[src/rtl/branch_resolve_ctrl_pkg.sv]
// Pipeline definitions shared by the ID-stage branch resolution logic.
package branch_resolve_ctrl_pkg;

  // Branch type encodings carried on br_type; 6 and 7 are unassigned.
  localparam logic [2:0] BR_BEQ  = 3'd0;
  localparam logic [2:0] BR_BNE  = 3'd1;
  localparam logic [2:0] BR_BLEZ = 3'd2;
  localparam logic [2:0] BR_BGTZ = 3'd3;
  localparam logic [2:0] BR_BLTZ = 3'd4;
  localparam logic [2:0] BR_BGEZ = 3'd5;

  // Comparator mode: D1 against zero, or D1-D2.
  localparam logic CMP_ZERO = 1'b0;
  localparam logic CMP_SUB  = 1'b1;

  typedef enum logic [1:0] {
    ST_IDLE,
    ST_WAIT,
    ST_DONE
  } br_state_e;

endpackage

[src/rtl/branch_resolve_ctrl_cond.sv]
// Branch condition decode: maps type and comparator flags to taken/uses_rt/legal.
module branch_cond_eval
  import branch_resolve_ctrl_pkg::*;
(
  input  logic [2:0] br_type,
  input  logic       z,
  input  logic       l,
  output logic       taken,
  output logic       uses_rt,
  output logic       legal
);

  // Per-type condition; unassigned types are flagged illegal and never taken.
  always_comb begin
    taken   = 1'b0;
    uses_rt = CMP_ZERO;
    legal   = 1'b1;
    case (br_type)
      BR_BEQ: begin
        taken   = z;
        uses_rt = CMP_SUB;
      end
      BR_BNE: begin
        taken   = ~z;
        uses_rt = CMP_SUB;
      end
      BR_BLEZ: taken = l | z;
      BR_BGTZ: taken = ~l & ~z;
      BR_BLTZ: taken = l;
      BR_BGEZ: taken = ~l;
      default: legal = 1'b0;
    endcase
  end

endmodule

[src/rtl/branch_resolve_ctrl.sv]
// ID-stage branch controller: operand-wait stall, zero-latency resolve,
// one-shot redirect/flush, saturating statistics and sticky wait timeout.
module branch_resolve_ctrl
  import branch_resolve_ctrl_pkg::*;
#(
  parameter int unsigned CNT_W    = 32,
  parameter int unsigned MAX_WAIT = 4
) (
  input  logic             clk,
  input  logic             reset,
  input  logic             br_valid,
  input  logic [2:0]       br_type,
  input  logic             rs_ready,
  input  logic             rt_ready,
  input  logic             pipe_hold,
  input  logic             cmp_zero,
  input  logic             cmp_lzero,
  output logic             cmp_op,
  output logic             stall_id,
  output logic             redirect,
  output logic             flush_if,
  output logic [CNT_W-1:0] br_count,
  output logic [CNT_W-1:0] taken_count,
  output logic             wait_err,
  output logic             illegal_type
);

  localparam int unsigned      WCNT_W     = $clog2(MAX_WAIT + 1);
  localparam logic [WCNT_W-1:0] WAIT_LIMIT = WCNT_W'(MAX_WAIT);

  br_state_e         state;
  br_state_e         state_nxt;
  logic [WCNT_W-1:0] wait_cnt;
  logic [WCNT_W-1:0] wait_cnt_nxt;
  logic              taken;
  logic              uses_rt;
  logic              legal;
  logic              taken_q;
  logic              ops_ready;
  logic              resolve;

  branch_cond_eval u_cond (
    .br_type (br_type),
    .z       (cmp_zero),
    .l       (cmp_lzero),
    .taken   (taken),
    .uses_rt (uses_rt),
    .legal   (legal)
  );

  // Operands are complete once rs (and rt when the compare needs it) forward.
  always_comb begin
    ops_ready = rs_ready & (rt_ready | ~uses_rt);
  end

  // State and operand-wait counter registers.
  always_ff @(posedge clk) begin
    if (reset) begin
      state    <= ST_IDLE;
      wait_cnt <= '0;
    end else begin
      state    <= state_nxt;
      wait_cnt <= wait_cnt_nxt;
    end
  end

  // Next state; an illegal type leaves state and wait count untouched.
  always_comb begin
    state_nxt    = state;
    wait_cnt_nxt = wait_cnt;
    case (state)
      ST_IDLE: begin
        if (br_valid && legal) begin
          if (!ops_ready) begin
            state_nxt    = ST_WAIT;
            wait_cnt_nxt = WCNT_W'(1);
          end else if (pipe_hold) begin
            state_nxt = ST_DONE;
          end
        end
      end
      ST_WAIT: begin
        if (!br_valid) begin
          state_nxt    = ST_IDLE;
          wait_cnt_nxt = '0;
        end else if (legal) begin
          if (ops_ready) begin
            state_nxt    = pipe_hold ? ST_DONE : ST_IDLE;
            wait_cnt_nxt = '0;
          end else if (wait_cnt != WAIT_LIMIT) begin
            wait_cnt_nxt = wait_cnt + WCNT_W'(1);
          end
        end
      end
      ST_DONE: begin
        if (!pipe_hold || !br_valid) state_nxt = ST_IDLE;
      end
      default: state_nxt = ST_IDLE;
    endcase
  end

  // Combinational outputs, all forced low while reset is asserted.
  always_comb begin
    cmp_op       = 1'b0;
    stall_id     = 1'b0;
    redirect     = 1'b0;
    illegal_type = 1'b0;
    resolve      = 1'b0;
    if (!reset) begin
      cmp_op       = uses_rt;
      illegal_type = br_valid & ~legal;
      case (state)
        ST_IDLE, ST_WAIT: begin
          stall_id = br_valid & legal & ~ops_ready;
          resolve  = br_valid & legal & ops_ready;
          redirect = resolve & taken;
        end
        ST_DONE:  redirect = taken_q;
        default:  redirect = 1'b0;
      endcase
    end
    flush_if = redirect;
  end

  // Statistics, held outcome for DONE, and sticky timeout flag.
  always_ff @(posedge clk) begin
    if (reset) begin
      br_count    <= '0;
      taken_count <= '0;
      taken_q     <= 1'b0;
      wait_err    <= 1'b0;
    end else begin
      if (resolve) begin
        if (br_count != '1) br_count <= br_count + CNT_W'(1);
        if (taken && (taken_count != '1)) taken_count <= taken_count + CNT_W'(1);
        if (pipe_hold) taken_q <= taken;
      end
      // Flag on the cycle the count reaches the limit so it is visible
      // after exactly MAX_WAIT stalled cycles.
      if (wait_cnt_nxt == WAIT_LIMIT) wait_err <= 1'b1;
    end
  end

endmodule

[config.mk]
export PLATFORM = sky130hd
export DESIGN_NAME = branch_resolve_ctrl
export DESIGN_NICKNAME = d
export VERILOG_FILES = /design/src/rtl/branch_resolve_ctrl_pkg.sv /design/src/rtl/branch_resolve_ctrl_cond.sv /design/src/rtl/branch_resolve_ctrl.sv
export SDC_FILE = /design/constraint.sdc
export NUM_CORES = 1
export LEC_CHECK = 0
export CAP_MARGIN = 20
export CORE_UTILIZATION = 46
export DETAILED_ROUTE_END_ITERATION = 16
export PLACE_DENSITY = 0.76
export SLEW_MARGIN = 5
export SYNTH_ARGS = -nofsm -noshare
export SYNTH_HDL_FRONTEND = slang
export SYNTH_HIERARCHICAL = 1
export SYNTH_SLANG_ARGS = --single-unit
[constraint.sdc]
create_clock -name clk -period 2.26 [get_ports clk]
set_clock_uncertainty 0.05 [all_clocks]
set_input_delay 0.339 -clock clk [delete_from_list [all_inputs] [get_ports clk]]
set_output_delay 0.339 -clock clk [all_outputs]
set_load 0.03 [all_outputs]
==> metrics, run 1 <==
Detailed Route WL 10,600 um; DRT Pass-1 Iters 4; WL per Instance 14.9 um; status finished clean; CP delay by family, top simple AND/OR/NAND/NOR gates; Worst-Skew Late Latency 340 ps; Crit. End Element flip-flop; grt ovf 0; setup slack, reg-to-reg 50 ps; CTS clk-pin slew, worst paths 80 ps; via/cell ratio 5.89; worst slew pin tran about 540 ps; CTS tree done; worst hold path startpoint wait_err; Setup CP Type in -> reg; max_slew headroom approximately 64%; CP max stage cell mux2_2; CP Depth 8; DR iter-0 viols between 200 and 250; maxcap violations 0; initial antenna violation count 0; Critical R2R Launch taken_count[7]; first-pass GRT wire length 17,100 um; Pwr Density ~490 nW/um^2; Async SR Flop Fraction 0%; Placed Cells roughly 690; RSZ-0062 raised after global routing false; DRC errors left 0; core box area between 7000 and 8000 um^2; total number of vias 4,178; vias in the first global route roughly 3,700; worst hold stages 1; FP Rows 32; largest net degree at the start of global routing 75; critical path required time about 2400 ps; Die W 93.0 um; Top FF cell, synth dfxtp_1; GP Congestion 0.827; Ys Warns 6; hold_buf cts 0; Synth-to-Final Area Change 43.1%; Area after DPL 5120 um^2; FF-to-FF End taken_count[29]; CP Data Arrival Time 2420 ps; setup violators final 0; crit start category primary input; non-filler cells, final around 710; crit path cell chain dlygate4sd2_1 > o21a_1 > o32ai_4 > buf_4 > and4_1 > and3_1 > nor3b_1 > mux2_2; pre-CTS setup slack -378 ps; Hold EP wait_err; Antenna Nets Post-Route 0; Post-synth EDFFs 0; syn avg cell area about 8.2 um^2; GRT Total Usage 24.5%; share of cells above drive strength 1 20.1%; CTS Buf Count 9; Initial Util 48.5%; # IOs 81; synthesized instance count 465; syn nets 480; worst hold slack approximately 440 ps; FF-to-FF path depth 5; min Tclk post-route 2240 ps; DPL Wire Length 7520 um; Cell Area, Synth 3810 um^2; Leak 1.85 nW; Fmax achieved 0.446 GHz; Layout Nets 617; setup_tns 0 ps; H-tree depth 3; Die ar. 8640 um^2; slowest stage delay, CP 380 ps; clk sink count 71; design area between 5000 and 6000 um^2; die height 93.0 um; final hold violation count 0; worst-path maximum fanout 5; # port buffers 80; final worst path period share between 90% and 100%; max-slew violation count 0; Synth Register Bits 71; Max Root-Sink Buffers 2; # diodes 0; hold crit path type reg -> reg; final worst slack 17.9 ps; Clock Tree Root clkbuf_8; register area share after synthesis 37.3%; Yosys cell types 56; CP bufs+invs 2; maximum vdd drop 0.000376 V
[cell type report]
class | instances | area (um^2)
Fill cell | 663 | 2400
Multi-Input combinational cell | 357 | 2290
Sequential cell | 71 | 1430
Timing Repair Buffer | 148 | 1300
Clock buffer | 10 | 138
Tap cell | 102 | 128
Clock inverter | 6 | 108
Inverter | 15 | 56.3
[placed cells by master, fill, tap and decap left out, drive strengths merged, types with 3 or more instances in the layout]
cell	netlist	final
clkdlybuf4s50	0	68
nor3b	4	4
or3	29	29
nor2	27	27
a31o	3	3
o21ai	30	30
inv	14	14
a21oi	50	50
o21a	5	5
bufinv	0	3
xor2	3	3
dlygate4sd2	0	5
nand3	28	28
and2	3	3
dfxtp	71	71
nor4	11	11
nor4b	3	3
buf	12	73
clkinv	1	3
mux2	8	8
and3	8	8
clkbuf	10	11
and4	7	7
nor3	7	7
nand2	30	30
o211ai	3	3
nor2b	10	10
ha	4	4
o41ai	3	3
nand4	22	22
or4	17	17
a211oi	3	3
o31ai	15	15
[where the power goes]
| group | internal (mW) | total, mW | switching (mW) |
|---|---|---|---|
| combinational | 0.0822 | 0.182 | 0.100 |
| clock | 0.760 | 1.24 | 0.485 |
| sequential | 1.26 | 1.26 | 0.00612 |
[registers in the layout, summed over array words and instances, names as in the netlist]
name / flops
wait_cnt: 3
taken_count: 32
taken_q: 1
br_count: 32
state: 2
wait_err: 1
[timing repair]
action                     in CTS  in global routing
cloned                          0                  0
setup endpoints to repair      10                 10
gates resized for setup        14                  7
pin swaps                       3                  4
buffers inserted                4                  2
[kinds of logic (layout without fill, tap and decap cells)]
family	after synthesis	count (layout)	synth area share (%)
compound gates	124	124	20.5
xor+xnor	5	5	1.15
fa+ha+maj	4	4	1.31
buf+inv	37	179	4.24
flops	71	71	37.3
mux	10	10	2.89
simple gates	214	214	32.6
[metal layers]
layer  wire, um  up-vias  GRT usage, %
met4        149        0          7.69
met1       4890     1969          32.7
met5          0        -             0
met3        679       16          3.66
li1           -     2045             -
met2       4860      148          40.6
[metrics by stage]
step	power (mW)	util [%]
2_1_floorplan	1.38	-
3_3_place_gp	1.45	65.2
3_5_place_dp	1.46	65.2
4_1_cts	2.71	69.0
5_1_grt	2.78	69.5
6_report	2.69	69.5
[worst max-delay path by stage]
stage                     from               to  slack [ps]
floorplan           br_type[1]         redirect          -7
global placement     cmp_lzero  taken_count[10]        -340
detailed placement   cmp_lzero  taken_count[10]        -380
CTS                  cmp_lzero         redirect           7
global route          rt_ready         redirect           1
finish               cmp_lzero  taken_count[29]          20
[Yosys cell counts, drive strengths merged, types with 7 or more instances]
library cell,instances,share of area [%]
a21oi,50,6.6
and3,8,1.3
and4,7,1.6
buf,12,1.8
clkbuf,10,0.99
dfxtp,71,37
inv,14,1.4
mux2,8,2.4
nand2,30,3.0
nand3,28,3.7
nand4,22,3.8
nor2,27,2.7
nor2b,10,1.6
nor3,7,0.92
nor4,11,1.8
o21ai,30,3.9
o31ai,15,3.0
or3,29,4.9
or4,17,3.5
Note: power is estimated with default switching activity, not from simulation.
==> inputs of run 2 (changes only) <==
--- a/config.mk
+++ b/config.mk
@@ -6,6 +6,7 @@
 export NUM_CORES = 1
 export LEC_CHECK = 0
 export CAP_MARGIN = 20
+export CORE_MARGIN = 8
 export CORE_UTILIZATION = 46
 export DETAILED_ROUTE_END_ITERATION = 16
 export PLACE_DENSITY = 0.76
==> run 2 against run 1 <==
Against the previous run:
- global-route usage shrank 5.8 points
- clock power shrank 16%
- clock-buffer cell count is the same
- routed wire length grew 4.7%
- utilization shrank 2.5 points
- maximum frequency grew 1.1%
- cell count grew 0.14%
- final area is essentially flat
- critical path type is now in -> out
==> metrics, run 2 (synthesized netlist as in run 1, its figures left out) <==
# diodes 0; Synth-to-Final Area Change 43.0%; crit path cell chain dlygate4sd2_1 > nor2_2 > nand2b_4 > buf_4 > and2_1 > buf_4 > nor3_1 > buf_4; grt ovf 0; largest net degree at the start of global routing 74; CTS clk-pin slew, worst paths 70 ps; non-filler cells, final between 700 and 800; Most Frequent Cell on Critical Path buf_4; worst slew pin tran roughly 430 ps; Setup CP Type in -> out; vias in the first global route 3,915; DRC errors left 0; Crit. End Element output port; Leak ~1.9 nW; Detailed Route WL about 11,000 um; Die ar. 11,400 um^2; Antenna Nets Post-Route 0; H-tree depth 3; WL per Instance roughly 16 um; DRT Pass-1 Iters 5; final hold violation count 0; CP max stage cell dlygate4sd2_1; total number of vias 4,205; Power Total 2.49 mW; GP Congestion roughly 0.8; GRT Total Usage 18.7%; # IOs 81; share of cells above drive strength 1 20.7%; max_slew headroom 71.0%; Max Root-Sink Buffers 2; core box area 8130 um^2; clk sink count 71; setup violators final 0; final worst path period share roughly 98%; maximum vdd drop 0.000245 V; RSZ-0062 raised after global routing true; worst hold slack 431 ps; Layout Nets 616; worst hold path startpoint wait_err; Die W between 100 and 150 um; Pwr Density 457 nW/um^2; min Tclk post-route 2220 ps; max-slew violation count 0; FF-to-FF path depth 5; most frequent cells in the layout clkdlybuf4s50_1, buf_4, dfxtp_1; CP Depth 8; crit start category primary input; CTS tree done; CP Data Arrival Time 1830 ps; initial antenna violation count 0; Fmax achieved 0.451 GHz; Fill cells 679; critical path required time 1870 ps; slowest stage delay, CP 320 ps; DPL Wire Length 7870 um; Critical R2R Launch taken_count[11]; FP Rows 33; worst hold stages 1; Clock Tree Root clkbuf_8; die height 107 um; CP delay by family, top buffers and inverters; Initial Util 46.8%; crit path from br_type[2]; status finished clean; Largest regs br_count: 32 flops, taken_count: 32 flops, wait_cnt: 3 flops; maxcap violations 0; final core occ about 67%; Placed Cells 687; via/cell ratio 5.92; DR iter-0 viols 232; first-pass GRT wire length 17,900 um; CTS Buf Count 9; Worst-Skew Late Latency 350 ps; hold crit path type reg -> reg; worst-path maximum fanout 5; CP bufs+invs 4; # port buffers 80
## run 2: per-stage QoR
stage	TNS, ps	cell area [um^2]	worst slack, ps
after floorplan	-6.52	3830	-6.52
after detailed placement	-14430	5100	-417
after CTS	0	5350	0.0753
after global placement	-11470	5100	-360
final	0	5450	41.9
after global routing	-26.5	5450	-16.9
## run 2: worst paths after layout
check | slack (ps) | end
worst max-delay path | 40 | stall_id
worst min-delay path | 430 | wait_err
worst max register to register | 70 | taken_count[27]
worst min register to register | 430 | wait_err
## run 2: per-layer routing
layer / routed length [um] / track usage [%] / vias to the layer above
li1: - / - / 2052
met1: 5050 / 23.9 / 2012
met2: 5180 / 29.7 / 132
met3: 758 / 5.46 / 9
met4: 90 / 5.43 / 0
met5: 0 / 0 / -
## run 2: final cells by class
class / instances / area (um^2) / share of cell area [%]
Multi-Input combinational cell: 358 / 2330 / 42.9
Sequential cell: 71 / 1430 / 26.3
Timing Repair Buffer: 146 / 1300 / 23.8
Clock buffer: 10 / 138 / 2.53
Tap cell: 105 / 131 / 2.41
Clock inverter: 5 / 57.6 / 1.06
Inverter: 15 / 56.3 / 1.03
## run 2: timing repair
item | in CTS | in global routing
gates cloned | 0 | 1
hold buffers | 0 | 0
endpoints found under the setup margin | 11 | 20
buffers inserted | 5 | 2
gates resized for setup | 10 | 16
pin swaps | 3 | 6
## run 2: worst reg2reg max path, delay by kind of cell (launching register included)
kind / cells / cell delay, ps
muxes: 1 / 350
AOI/OAI and AO/OA: 1 / 260
DFF: 1 / 410
and+or+nand+nor: 3 / 1020
## run 2: report_power, final
part / internal, mW / switching (mW) / leakage [nW] / total (mW)
Combinational: 0.0885 / 0.102 / 1.18 / 0.191
Sequential: 1.25 / 0.00584 / 0.576 / 1.26
Clock: 0.536 / 0.504 / 0.103 / 1.04
==> inputs of run 3 (changes only) <==
--- a/config.mk
+++ b/config.mk
@@ -15,3 +15,4 @@
 export SYNTH_HDL_FRONTEND = slang
 export SYNTH_HIERARCHICAL = 1
 export SYNTH_SLANG_ARGS = --single-unit
+export TNS_END_PERCENT = 100
==> results of run 3 <==
No change in the layout: final DEF, timing and power equal those of run 2.
